### src/rtl/core_config_loader.sv
// Loads a little-endian byte-stream program image (header word N, then N data words) into imem.
// Optional trailing XOR checksum word when CFG_CHECKSUM_EN is defined.
module core_config_loader #(
   parameter int unsigned ADDR_W = 10
) (
   input  logic              clk,
   input  logic              rst_n,
   input  logic              core_reset_n,
   input  logic              rx_valid,
   input  logic [7:0]        rx_data,
   output logic              imem_we,
   output logic [ADDR_W-1:0] imem_addr,
   output logic [31:0]       imem_wdata,
   output logic              config_done,
   output logic              load_busy,
   output logic              cfg_error
);

   typedef enum logic [2:0] {StIdle, StHdr, StData, StChk, StDone} state_e;

   localparam logic [32:0] MaxWords = 33'(1) << ADDR_W;

   state_e              state_q, state_d;
   logic [1:0]          byte_cnt_q, byte_cnt_d;
   logic [23:0]         word_q, word_d;
   logic [ADDR_W-1:0]   idx_q, idx_d;
   logic [ADDR_W-1:0]   last_q, last_d;
   logic                imem_we_q, imem_we_d;
   logic [ADDR_W-1:0]   imem_addr_q, imem_addr_d;
   logic [31:0]         imem_wdata_q, imem_wdata_d;
   logic                config_done_q, config_done_d;
   logic                cfg_error_q, cfg_error_d;

   logic                accept, word_done, last_word;
   logic [31:0]         full_word;

   assign accept    = rx_valid && !core_reset_n &&
                      (state_q == StHdr || state_q == StData || state_q == StChk);
   assign word_done = accept && (byte_cnt_q == 2'd3);
   assign full_word = {rx_data, word_q};
   assign last_word = (idx_q == last_q);

`ifdef CFG_CHECKSUM_EN
   logic [31:0] csum_q, csum_d;
   logic        csum_ok;
   assign csum_ok = (full_word == csum_q);
`endif

   always_ff @(posedge clk) begin
      if (!rst_n) begin
         state_q       <= StIdle;
         byte_cnt_q    <= '0;
         word_q        <= '0;
         idx_q         <= '0;
         last_q        <= '0;
         imem_we_q     <= 1'b0;
         imem_addr_q   <= '0;
         imem_wdata_q  <= '0;
         config_done_q <= 1'b0;
         cfg_error_q   <= 1'b0;
`ifdef CFG_CHECKSUM_EN
         csum_q        <= '0;
`endif
      end else begin
         state_q       <= state_d;
         byte_cnt_q    <= byte_cnt_d;
         word_q        <= word_d;
         idx_q         <= idx_d;
         last_q        <= last_d;
         imem_we_q     <= imem_we_d;
         imem_addr_q   <= imem_addr_d;
         imem_wdata_q  <= imem_wdata_d;
         config_done_q <= config_done_d;
         cfg_error_q   <= cfg_error_d;
`ifdef CFG_CHECKSUM_EN
         csum_q        <= csum_d;
`endif
      end
   end

   always_comb begin
      state_d = state_q;
      unique case (state_q)
         StIdle: if (!core_reset_n) state_d = StHdr;
         StHdr: begin
            if (word_done) begin
`ifdef CFG_CHECKSUM_EN
               state_d = (full_word == 32'd0) ? StChk : StData;
`else
               state_d = (full_word == 32'd0) ? StDone : StData;
`endif
            end
         end
         StData: begin
            if (word_done && last_word) begin
`ifdef CFG_CHECKSUM_EN
               state_d = StChk;
`else
               state_d = StDone;
`endif
            end
         end
         StChk: begin
`ifdef CFG_CHECKSUM_EN
            if (word_done) state_d = csum_ok ? StDone : StHdr;
`endif
         end
         StDone: state_d = StDone;
         default: state_d = StIdle;
      endcase
      // Abort: controller left the load phase, drop everything in flight.
      if (state_q != StIdle && core_reset_n) state_d = StIdle;
   end

   always_comb begin
      imem_we_d     = (state_q == StData) && word_done;
      imem_addr_d   = imem_we_d ? idx_q : imem_addr_q;
      imem_wdata_d  = imem_we_d ? full_word : imem_wdata_q;
      config_done_d = (state_q == StDone) && !core_reset_n;
`ifdef CFG_CHECKSUM_EN
      cfg_error_d   = (state_q == StChk) && word_done && !csum_ok;
`else
      cfg_error_d   = 1'b0;
`endif
      load_busy     = (state_q == StHdr) || (state_q == StData) || (state_q == StChk);
   end

   always_comb begin
      byte_cnt_d = byte_cnt_q;
      word_d     = word_q;
      idx_d      = idx_q;
      last_d     = last_q;
`ifdef CFG_CHECKSUM_EN
      csum_d     = csum_q;
`endif
      if (state_q == StIdle) begin
         byte_cnt_d = '0;
         idx_d      = '0;
`ifdef CFG_CHECKSUM_EN
         csum_d     = '0;
`endif
      end
      if (accept) begin
         byte_cnt_d = byte_cnt_q + 2'd1;
         word_d     = {rx_data, word_q[23:8]};
      end
      if (word_done) begin
         if (state_q == StHdr) begin
            // Clamp the image to the imem size; N >= 2^ADDR_W ends at the top address.
            last_d = ({1'b0, full_word} >= MaxWords) ? '1 : ADDR_W'(full_word - 32'd1);
            idx_d  = '0;
`ifdef CFG_CHECKSUM_EN
            csum_d = full_word;
`endif
         end else if (state_q == StData) begin
            idx_d  = last_word ? idx_q : idx_q + 1'b1;
`ifdef CFG_CHECKSUM_EN
            csum_d = csum_q ^ full_word;
`endif
         end else begin
            idx_d  = '0;
`ifdef CFG_CHECKSUM_EN
            csum_d = '0;
`endif
         end
      end
   end

   assign imem_we     = imem_we_q;
   assign imem_addr   = imem_addr_q;
   assign imem_wdata  = imem_wdata_q;
   assign config_done = config_done_q;
   assign cfg_error   = cfg_error_q;

endmodule

### config.mk
export PLATFORM = sky130hd
export DESIGN_NAME = core_config_loader
export DESIGN_NICKNAME = d
export VERILOG_FILES = /design/src/rtl/core_config_loader.sv
export SDC_FILE = /design/constraint.sdc
export NUM_CORES = 1
export LEC_CHECK = 0
export CORE_MARGIN = 10
export CORE_UTILIZATION = 35
export CTS_CLUSTER_DIAMETER = 50
export DETAILED_ROUTE_END_ITERATION = 10
export PLACE_DENSITY_LB_ADDON = 0.15
export RECOVER_POWER = 100
export SYNTH_ARGS = -nofsm -noshare
export SYNTH_HDL_FRONTEND = slang
export SYNTH_SLANG_ARGS = --single-unit
export TNS_END_PERCENT = 30
### constraint.sdc
create_clock -name clk -period 1.77 [get_ports clk]
set_input_delay 0.2655 -clock clk [delete_from_list [all_inputs] [get_ports clk]]
set_output_delay 0.2655 -clock clk [all_outputs]
set_load 0.05 [all_outputs]
## After elaboration in Yosys (flattened, before gate mapping)

Cells that the tools add are included.

- Input bits: 12
- Bits in registers: 93
- Word-level logic and storage cells: 57
- Output and inout bits: 46

- Equality and inequality tests: 10
- Bitwise logic cells: 2
- $lt $le $gt $ge: 1
- Add/sub/neg operators: 3
- Multiplexer cells: 13
- Reduce and logical (&&, ||, !) cells: 19

Operators with widths:

| operator | count |
|---|---|
| $mux W10 | 6 |
| $ge A32 B11 Y1 const B | 1 |
| $logic_not A32 Y1 | 1 |
| $pmux W3 S5 | 1 |
| $mux W3 | 4 |
| $add A10 B1 Y10 const B | 1 |
| $eq A10 B10 Y1 | 1 |
| $sub A10 B1 Y10 const B | 1 |
| $logic_and A1 B1 Y1 | 7 |
| $eq A3 B2 Y1 const B | 2 |
| $ne A2 B2 Y1 const B | 3 |
| $mux W2 | 2 |
| $ne A4 B4 Y1 const B | 1 |
| $reduce_and A2 Y1 | 2 |
| $reduce_and A4 Y1 | 1 |
| $reduce_bool A2 Y1 | 2 |
| $eq A3 B1 Y1 const B | 1 |
| $eq A3 B3 Y1 const B | 1 |
| $logic_not A3 Y1 | 1 |
| $reduce_bool A3 Y1 | 1 |
| $add A2 B1 Y2 const B | 1 |
| $eq A2 B2 Y1 const B | 1 |
| $logic_or A1 B1 Y1 | 2 |
| $not A1 Y1 | 2 |
| other kinds (2) | 2 |

## Logic depth before layout (Yosys ltp)

Gate-level depths: netlist of run 1.

- Word-level depth: 8
- Depth in mapped cells: 7
- Mapped depth without buffers: 7

## Worst setup path after synthesis of run 1

No wires, ideal clock.

- Path kind: flip-flop to flip-flop
- Start point: register state_q[2]
- End point: register byte_cnt_q[1]
- Path slack: -0.458 ns
- Required time: 1.700 ns
- Setup time: 0.070 ns
- Buffers on the path: 3
- Stages on the path, launching flop included: 8
- Period minus slack after synthesis: 2.228 ns
- Arrival: 2.158 ns
- Path through: dfxtp_1 -> clkbuf_1 -> nor2_1 -> and3_1 -> clkbuf_1 -> clkbuf_1 -> nand2_1 -> a21oi_1

- Cells in the longest elaborated chain, start to end: 5
- Elaborated cells between the ends (all ways): 9
- Those cells by class: eq/ne (3); mux (1); reduce/logical (5)

Ends and longest elaborated chain:

| item | RTL line | RTL |
|---|---|---|
| start: declaration | 23 | `state_e state_q, state_d;` |
| start signal: assignment | 51 | `state_q <= StIdle;` |
| start signal: assignment | 65 | `state_q <= state_d;` |
| $eq A3 B1 Y1 / $eq A3 B2 Y1 (equally long branches) | -- |  |
| $logic_or A1 B1 Y1 | -- |  |
| $logic_or A1 B1 Y1 * | -- |  |
| named net load_busy | 15 | `output logic load_busy,` |
| $logic_and A1 B1 Y1 * | 37 | `assign accept = rx_valid && !core_reset_n &&` |
| $mux W2 / $reduce_bool A2 Y1 (equally long branches) | -- |  |
| end signal: assignment | 66 | `byte_cnt_q <= byte_cnt_d;` |
| end: declaration | 24 | `logic [1:0] byte_cnt_q, byte_cnt_d;` |

The timed path passes the listed nets; every way through them passes the cells marked *.
A chain may end at the register's enable or synchronous reset.

## Worst setup path after layout of run 1

- Start point: register word_q[0]
- End point: register last_q[8]

- Cells in the longest elaborated chain, start to end: 2
- Elaborated cells between the ends (all ways): 3
- Those cells by class: add/sub (1); order compare (1); mux (1)

Ends and longest elaborated chain:

| item | RTL line | RTL |
|---|---|---|
| start: declaration | 25 | `logic [23:0] word_q, word_d;` |
| start signal: assignment | 67 | `word_q <= word_d;` |
| $ge A32 B11 Y1 / $sub A10 B1 Y10 (equally long branches) | 150 | `last_d = ({1'b0, full_word} >= MaxWords) ? '1 : ADDR_W'(full_word - 32'd1);` |
| $mux W10 * | 150 |  |
| end signal: assignment | 69 | `last_q <= last_d;` |
| end: declaration | 27 | `logic [ADDR_W-1:0] last_q, last_d;` |

Mark *: on every way between the ends. The rest lies on a longest branch, timed or not.

==> results.md, run 1 <==
* Status: finished, violations left
* Failing checks: setup timing
* Area of the multi-input gates at 1970 um^2
* NetSw at 0.000949 W
* Sequential power share at 0.553
* Layout cells sized above 1 at 0.206
* Initial Util at 0.356
* Synth async-reset ratio at 0
* Nets at 613
* Placed Instances at 725
* Simple-gate share of the synthesized area at 0.263
* Via Count at 3671
* Fmax at 518 MHz
* Crit-path cells: inv_2 -> ha_4 -> or4b_4 -> or4_4 -> buf_4 -> xor2_1 -> a21oi_1
* Yosys reg bits at 93
* Die H at 125 um
* Distinct cells, synth at 47
* Final hold vios at 0
* Max Root-Sink Buffers at 2
* Ranking of synthesized cells by area: dfxtp_1 (48%), nand2_1 (14%), a21oi_1 (10%), xnor2_1 (3.2%), clkbuf_1 (2.1%)
* Final Max Slew Viols at 0
* Antenna violations before repair at 0
* Gate Count Post-Synth at 483
* DRT Pass-1 Iters at 4
* Layout area overhead at 34.3%
* Max-Cap Viols at 0
* Buf+Inv Stages, Crit Path at 2
* Setup-failing EPs final at 5
* Worst setup EP type: flip-flop
* Leak at 1.91 nW
* Main combinational cell family by area after synthesis: simple AND/OR/NAND/NOR gates
* WL final at 10600 um
* Crit path launch type: flip-flop
* Relative slew slack at 0.588
* Routability cong. at 0.823
* CP max stage cell: or4b_4
* HP Class: in -> reg
* Final Skew at 0.0136 ns
* Overflow after GRT at 0
* DR WL/cell at 14.3 um
* Total GRT Usage at 0.135
* Clk root buf: clkbuf_8
* Post-synth top area share at 0.482
* Width of the chip at 125 um
* Largest net degree at the start of global routing at 58
* Setup WS post-layout at -0.161 ns
* H-tree depth at 3
* Final Hold Slack at 0.354 ns
* First-pass GRT wire length at 18000 um
* Synth Cell Area at 3860 um^2
* Complex-gate fraction of the synthesized area at 0.166
* Crit Path Max Fanout at 2
* Final Cycle Share at 1.09
* Ant diodes at 0
* CTS buffer count at 9
* Combinational power share at 0.063
* Max incr delay on CP at 0.46 ns
* Worst-path clk slew at 0.10 ns
* Final-layout fill cell count at 1122
* Syn. warnings at 0
* Die area at 15600 um^2
* Internal power at 0.00287 W
* ANT nets after route at 0
* Peak VDD IR at 0.453 mV
* Register area share after synthesis at 0.482
* RSZ-0062 raised after global routing: yes
* Power consumption at 0.00381 W
* Ys flop type: dfxtp_1
* Leading area contributor after synthesis: dfxtp_1
* Post-synthesis adder-cell area fraction at 0.00973
* Worst path arrival time at 2.23 ns
* Port-buffer cells at 56
* CP top delay family: simple AND/OR/NAND/NOR gates
* WP data required at 2.07 ns
* Vias in the first global route at 3708
* Mux share of post-synthesis cell area at 0
* Final cell count without fillers at 743
* CTS sink count at 93
* Worst-margin pin slew at 0.621 ns
* Post-synth EDFFs at 0
* Worst Setup Path Type: reg -> reg
* Sw Ratio at 0.249
* Register area at 1870 um^2
* Hpwl dp at 7760 um
* Vias per cell at 4.94
* Post-layout min period at 1.93 ns
* Post-synthesis area per instance at 7.99 um^2
* Clock share of power at 0.384
* Net count after synthesis at 498
* TritonCTS clock tree: built
* XOR/XNOR share of the synthesized area at 0.0386
* Initial drt markers at 203
* Skew-Pair Late Insertion Delay at 0.37 ns
* # IOs at 58
* Core box area at 10800 um^2
* Pwr dens at 736 nW/um^2
* DRC Markers at 0
* Row count at 38
[sequential cells by signal, summed over array words and instances (netlist names)]
| register | count |
|---|---|
| word_q | 24 |
| imem_addr | 10 |
| imem_we | 1 |
| state_q | 3 |
| imem_wdata | 32 |
| byte_cnt_q | 2 |
| config_done | 1 |
| last_q | 10 |
| idx_q | 10 |
[worst reg2reg max path: cells and delay by family (launching register included)]
kind,cells,cell delay [ns]
and+or+nand+nor,2,0.91
DFF,1,0.34
buffers and inverters,2,0.21
AOI/OAI and AO/OA,1,0.14
adders and majority gates,1,0.13
xor gates and xnor gates,1,0.13
[routing by layer]
layer  share of wire  GRT usage
met3           0.047     0.0372
met1            0.45      0.161
met4          0.0052     0.0366
met2            0.50      0.232
met5               0          0
[area by class of cell]
class / count / area share
sequential: 93 / 0.360
tap: 140 / 0.0338
clock buffer: 9 / 0.0239
timing repair buffer: 135 / 0.183
inverter: 5 / 0.00362
clock inverter: 7 / 0.0145
multi-input combinational: 354 / 0.381
[Yosys cell counts, types with 5 or more instances]
cell        n
nand2_1   145
dfxtp_1    93
a21oi_1    78
clkbuf_1   22
nor2_1     19
o21ai_0    15
xnor2_1    14
nor4_1      7
a31oi_1     6
and3_1      5
inv_1       5
[cell usage in the layout, fill, tap and decap left out, types with 3 or more instances in the layout]
cell type,n
a21oi_1,78
clkbuf_1,45
buf_4,68
nor4_1,4
xor2_1,3
o31ai_1,3
buf_12,5
nand4_1,4
inv_1,3
nand2_1,145
and3_1,5
or3_1,3
nand2b_1,4
nor3_1,4
nand3_1,4
nor4_4,4
o211ai_1,4
clkdlybuf4s50_1,9
and4_1,3
nor2_1,16
clkbuf_8,9
dfxtp_2,5
and2_1,3
xnor2_1,11
nand4b_1,3
a31oi_1,5
dfxtp_1,88
o21ai_0,14
xnor2_2,3
[power groups by stage]
stage,sequential (W),combinational [W],clock [W]
global placement,0.00216,0.000242,0
global route,0.00211,0.000261,0.00159
detailed placement,0.00216,0.000242,0
CTS,0.00211,0.000243,0.00151
floorplan,0.00216,0.000111,0
finish,0.00211,0.000239,0.00146
[stage by stage]
stage                     setup TNS (ns)  utilization  instance area, um^2  setup slack (ns)
after floorplan                   -0.295            -                 3870            -0.129
after global placement             -9.60        0.463                 5020            -0.330
after detailed placement          -11.15        0.463                 5020            -0.386
after CTS                         -0.603        0.488                 5290            -0.152
after global routing               -5.41        0.478                 5180            -0.214
final                             -0.556        0.478                 5180            -0.161
[path summary, 6_finish.rpt]
check	from	endpoint	slack [ns]	depth (start not counted)
min	rx_data[3]	word_q[19]$_SDFFE_PN0P_	0.35	4
min reg2reg	imem_wdata[12]$_SDFFE_PN0P_	imem_wdata[12]$_SDFFE_PN0P_	0.46	2
max reg2reg	word_q[0]$_SDFFE_PN0P_	last_q[8]$_SDFFE_PN0P_	-0.16	7
max	word_q[0]$_SDFFE_PN0P_	last_q[8]$_SDFFE_PN0P_	-0.16	7
[repair_timing]
item	4_1_cts	5_1_grt
gates resized for setup	12	21
pin swaps	3	9
hold buffers	0	0
setup buffers	1	1
endpoints found under the setup margin	11	36
[cell families after synthesis]
logic type / Yosys count
compound gates: 116
fa+ha+maj: 3
buf+inv: 36
xor+xnor: 17
other cells: 1
simple gates: 217
flops: 93
Power figures use the tool's default switching activity.
==> inputs of run 2 (changes only) <==
--- a/config.mk
+++ b/config.mk
@@ -11,6 +11,7 @@
 export DETAILED_ROUTE_END_ITERATION = 10
 export PLACE_DENSITY_LB_ADDON = 0.15
 export RECOVER_POWER = 100
+export REMOVE_ABC_BUFFERS = 1
 export SYNTH_ARGS = -nofsm -noshare
 export SYNTH_HDL_FRONTEND = slang
 export SYNTH_SLANG_ARGS = --single-unit
==> run 2 against run 1 <==
Largest power group unchanged. Combinational power shrank 6%. Cell count down 0.81%. The flow still finishes with violations (setup timing). Worst setup slack better by 0.022 ns. Clock skew up 0.00072 ns. Sequential power is essentially flat.
==> results.md, run 2 (same netlist as run 1, synthesis figures left out) <==
* Status: finished, violations left
* Failing checks: setup timing
* R2R depth at 7 (unchanged)
* Leak at 1.86 nW (-2.6%)
* Peak VDD IR at 0.480 mV (+5.8%)
* ANT nets after route at 0 (unchanged)
* Setup TNS at -0.478 ns (+0.0783 ns)
* Worst path arrival time at 2.23 ns (about the same)
* NetSw at 0.000924 W (-2.7%)
* R2R Path Start: word_q[0]$_SDFFE_PN0P_
* TritonCTS clock tree: built
* Port-buffer cells at 56 (unchanged)
* Row count at 38 (unchanged)
* Buf+Inv Stages, Crit Path at 1 (-1)
* H-tree depth at 3 (unchanged)
* Final Cycle Share at 1.08 (-0.0127)
* Width of the chip at 125 um (unchanged)
* Vias in the first global route at 3654 (-1.5%)
* HP Class: reg -> reg
* Via Count at 3659 (-0.33%)
* Fmax at 524 MHz (+1.2%)
* Combinational power share at 0.059 (-0.004)
* Sw Ratio at 0.241 (-0.00766)
* Die area at 15600 um^2 (unchanged)
* Max reg flops at 32 (unchanged)
* Layout area overhead at 33.1%
* Sequential power share at 0.551 (-0.002)
* Setup WS post-layout at -0.138 ns (+0.0224 ns)
* Final Max Slew Viols at 0 (unchanged)
* Worst setup EP type: flip-flop
* Hold path depth at 2 (-2)
* Worst-margin pin slew at 0.634 ns (+0.0135 ns)
* Pwr dens at 746 nW/um^2 (+1.3%)
* Initial drt markers at 203 (unchanged)
* DRC Markers at 0 (unchanged)
* DR WL/cell at 14.1 um (-1.1%)
* Max incr delay on CP at 0.46 ns (about the same)
* Clock share of power at 0.391 (+0.007)
* Final core occ at 0.474 (-0.00427)
* # IOs at 58 (unchanged)
* Ant diodes at 0 (unchanged)
* Die H at 125 um (unchanged)
* Hold EP: imem_addr[1]$_SDFFE_PN0P_
* Skew-Pair Late Insertion Delay at 0.37 ns (about the same)
* Vias per cell at 4.96 (+0.48%)
* Reg2Reg Setup Slack at -0.14 ns (+0.02 ns)
* Largest net degree at the start of global routing at 65 (+12%)
* Max-Cap Viols at 0 (unchanged)
* CP max stage cell: or4b_4
* Overflow after GRT at 0 (unchanged)
* Final hold vios at 0 (unchanged)
* Relative slew slack at 0.579 (-0.00893)
* Layout cells sized above 1 at 0.216 (+0.0104)
* Core box area at 10800 um^2 (unchanged)
* WL final at 10400 um (-1.9%)
* Setup-failing EPs final at 7 (+2)
* Hold Buf Count CTS at 0 (unchanged)
* Total GRT Usage at 0.131 (-0.00396)
* Max Root-Sink Buffers at 2 (unchanged)
* Routability cong. at 0.788 (-4.3%)
* Most common cell after layout, fill and taps aside: nand2_1
* Crit-path cells: inv_2 -> ha_4 -> or4b_4 -> or4_4 -> nor2_2 -> a31o_2 -> o211a_1
* CTS sink count at 93 (unchanged)
* Hold Path Origin: imem_addr[1]$_SDFFE_PN0P_
* First-pass GRT wire length at 17300 um (-3.9%)
* WP data required at 2.09 ns (+0.02 ns)
* Internal power at 0.00291 W (+1.5%)
* Most frequent cells in the layout: nand2_1 (145), dfxtp_1 (80), a21oi_1 (77)
* Nets at 607 (-0.98%)
* Capturing point of the worst reg2reg path: state_q[2]$_SDFFE_PP0P_
* Crit Path Max Fanout at 2 (unchanged)
* Worst Setup Path Type: reg -> reg
* Worst-path clk slew at 0.10 ns (about the same)
* Post-layout min period at 1.91 ns (-0.0224 ns)
* Antenna violations before repair at 0 (unchanged)
* Final Skew at 0.0144 ns (+0.000723 ns)
* CP top delay family: simple AND/OR/NAND/NOR gates
* Crit path launch type: flip-flop
* DRT Pass-1 Iters at 4 (unchanged)
* Clk root buf: clkbuf_8
* Crit. Startpoint: word_q[0]$_SDFFE_PN0P_
* Initial Util at 0.356 (unchanged)
* Hpwl dp at 7260 um (-6.5%)
* CTS buffer count at 9 (unchanged)
* RSZ-0062 raised after global routing: yes
[run 2: cell count changes in the layout (fill, tap and decap cells not counted), sizes merged]
cell / delta
clkinv: -2
dlymetal6s2s: -2
clkdlybuf4s50: +2
clkinvlp: -1
buf: -6
clkbuf: +2
inv: +1
[run 2: what timing repair did]
| item | 4_1_cts | 5_1_grt |
|---|---|---|
| buffers inserted | 1 | 4 |
| gates cloned | 0 | 1 |
| pin swaps | 4 | 11 |
| endpoints found under the setup margin | 13 | 46 |
| resized for setup | 16 | 28 |
[run 2: power groups by stage]
stage / registers (W) / logic, W / clock network (W)
floorplan: 0.00216 / 0.0000919 / 0
global placement: 0.00216 / 0.000227 / 0
detailed placement: 0.00216 / 0.000228 / 0
CTS: 0.00211 / 0.000229 / 0.00155
global route: 0.00211 / 0.000245 / 0.00163
finish: 0.00211 / 0.000225 / 0.00150
[run 2: worst max path at each step]
stage,endpoint,cells after the start,slack [ns]
floorplan,idx_q[1]$_SDFFE_PN0P_,6,-1.03
global placement,idx_q[3]$_SDFFE_PN0P_,6,-0.35
detailed placement,idx_q[3]$_SDFFE_PN0P_,6,-0.37
CTS,state_q[2]$_SDFFE_PP0P_,7,-0.15
global route,state_q[2]$_SDFFE_PP0P_,7,-0.20
finish,state_q[2]$_SDFFE_PP0P_,7,-0.14
[run 2: area by class of cell]
type | count | area (um^2)
fillers | 1133 | 5700
multi-input cells | 354 | 1970
flip-flops and latches | 93 | 1880
repair buffers | 129 | 888
well taps | 140 | 175
clock buffers | 11 | 141
clock inverters | 5 | 66.3
inverters | 5 | 18.8
[run 2: per-stage QoR]
step | setup WS (ns) | std cells | instance area (um^2) | hold WS [ns] | total power [W]
floorplan | -1.03 | 452 | 3730 | 0.399 | 0.00225
global placement | -0.353 | 716 | 4930 | 0.443 | 0.00238
detailed placement | -0.372 | 716 | 4930 | 0.451 | 0.00239
CTS | -0.151 | 733 | 5210 | 0.464 | 0.00388
global route | -0.198 | 737 | 5140 | 0.473 | 0.00399
finish | -0.138 | 737 | 5140 | 0.457 | 0.00383
[run 2: layer usage]
metal / routed length, um / vias to the layer above / GRT usage
met5: 0 / - / 0
met1: 4700 / 1723 / 0.150
met2: 5060 / 59 / 0.223
met4: 129 / 0 / 0.0332
li1: - / 1866 / -
met3: 530 / 11 / 0.0499
[run 2: worst min-delay path, cell delays in order (launching register included)]
cell	delay, ns
dfxtp_1	0.32
nand2_1	0.05
a21oi_1	0.05
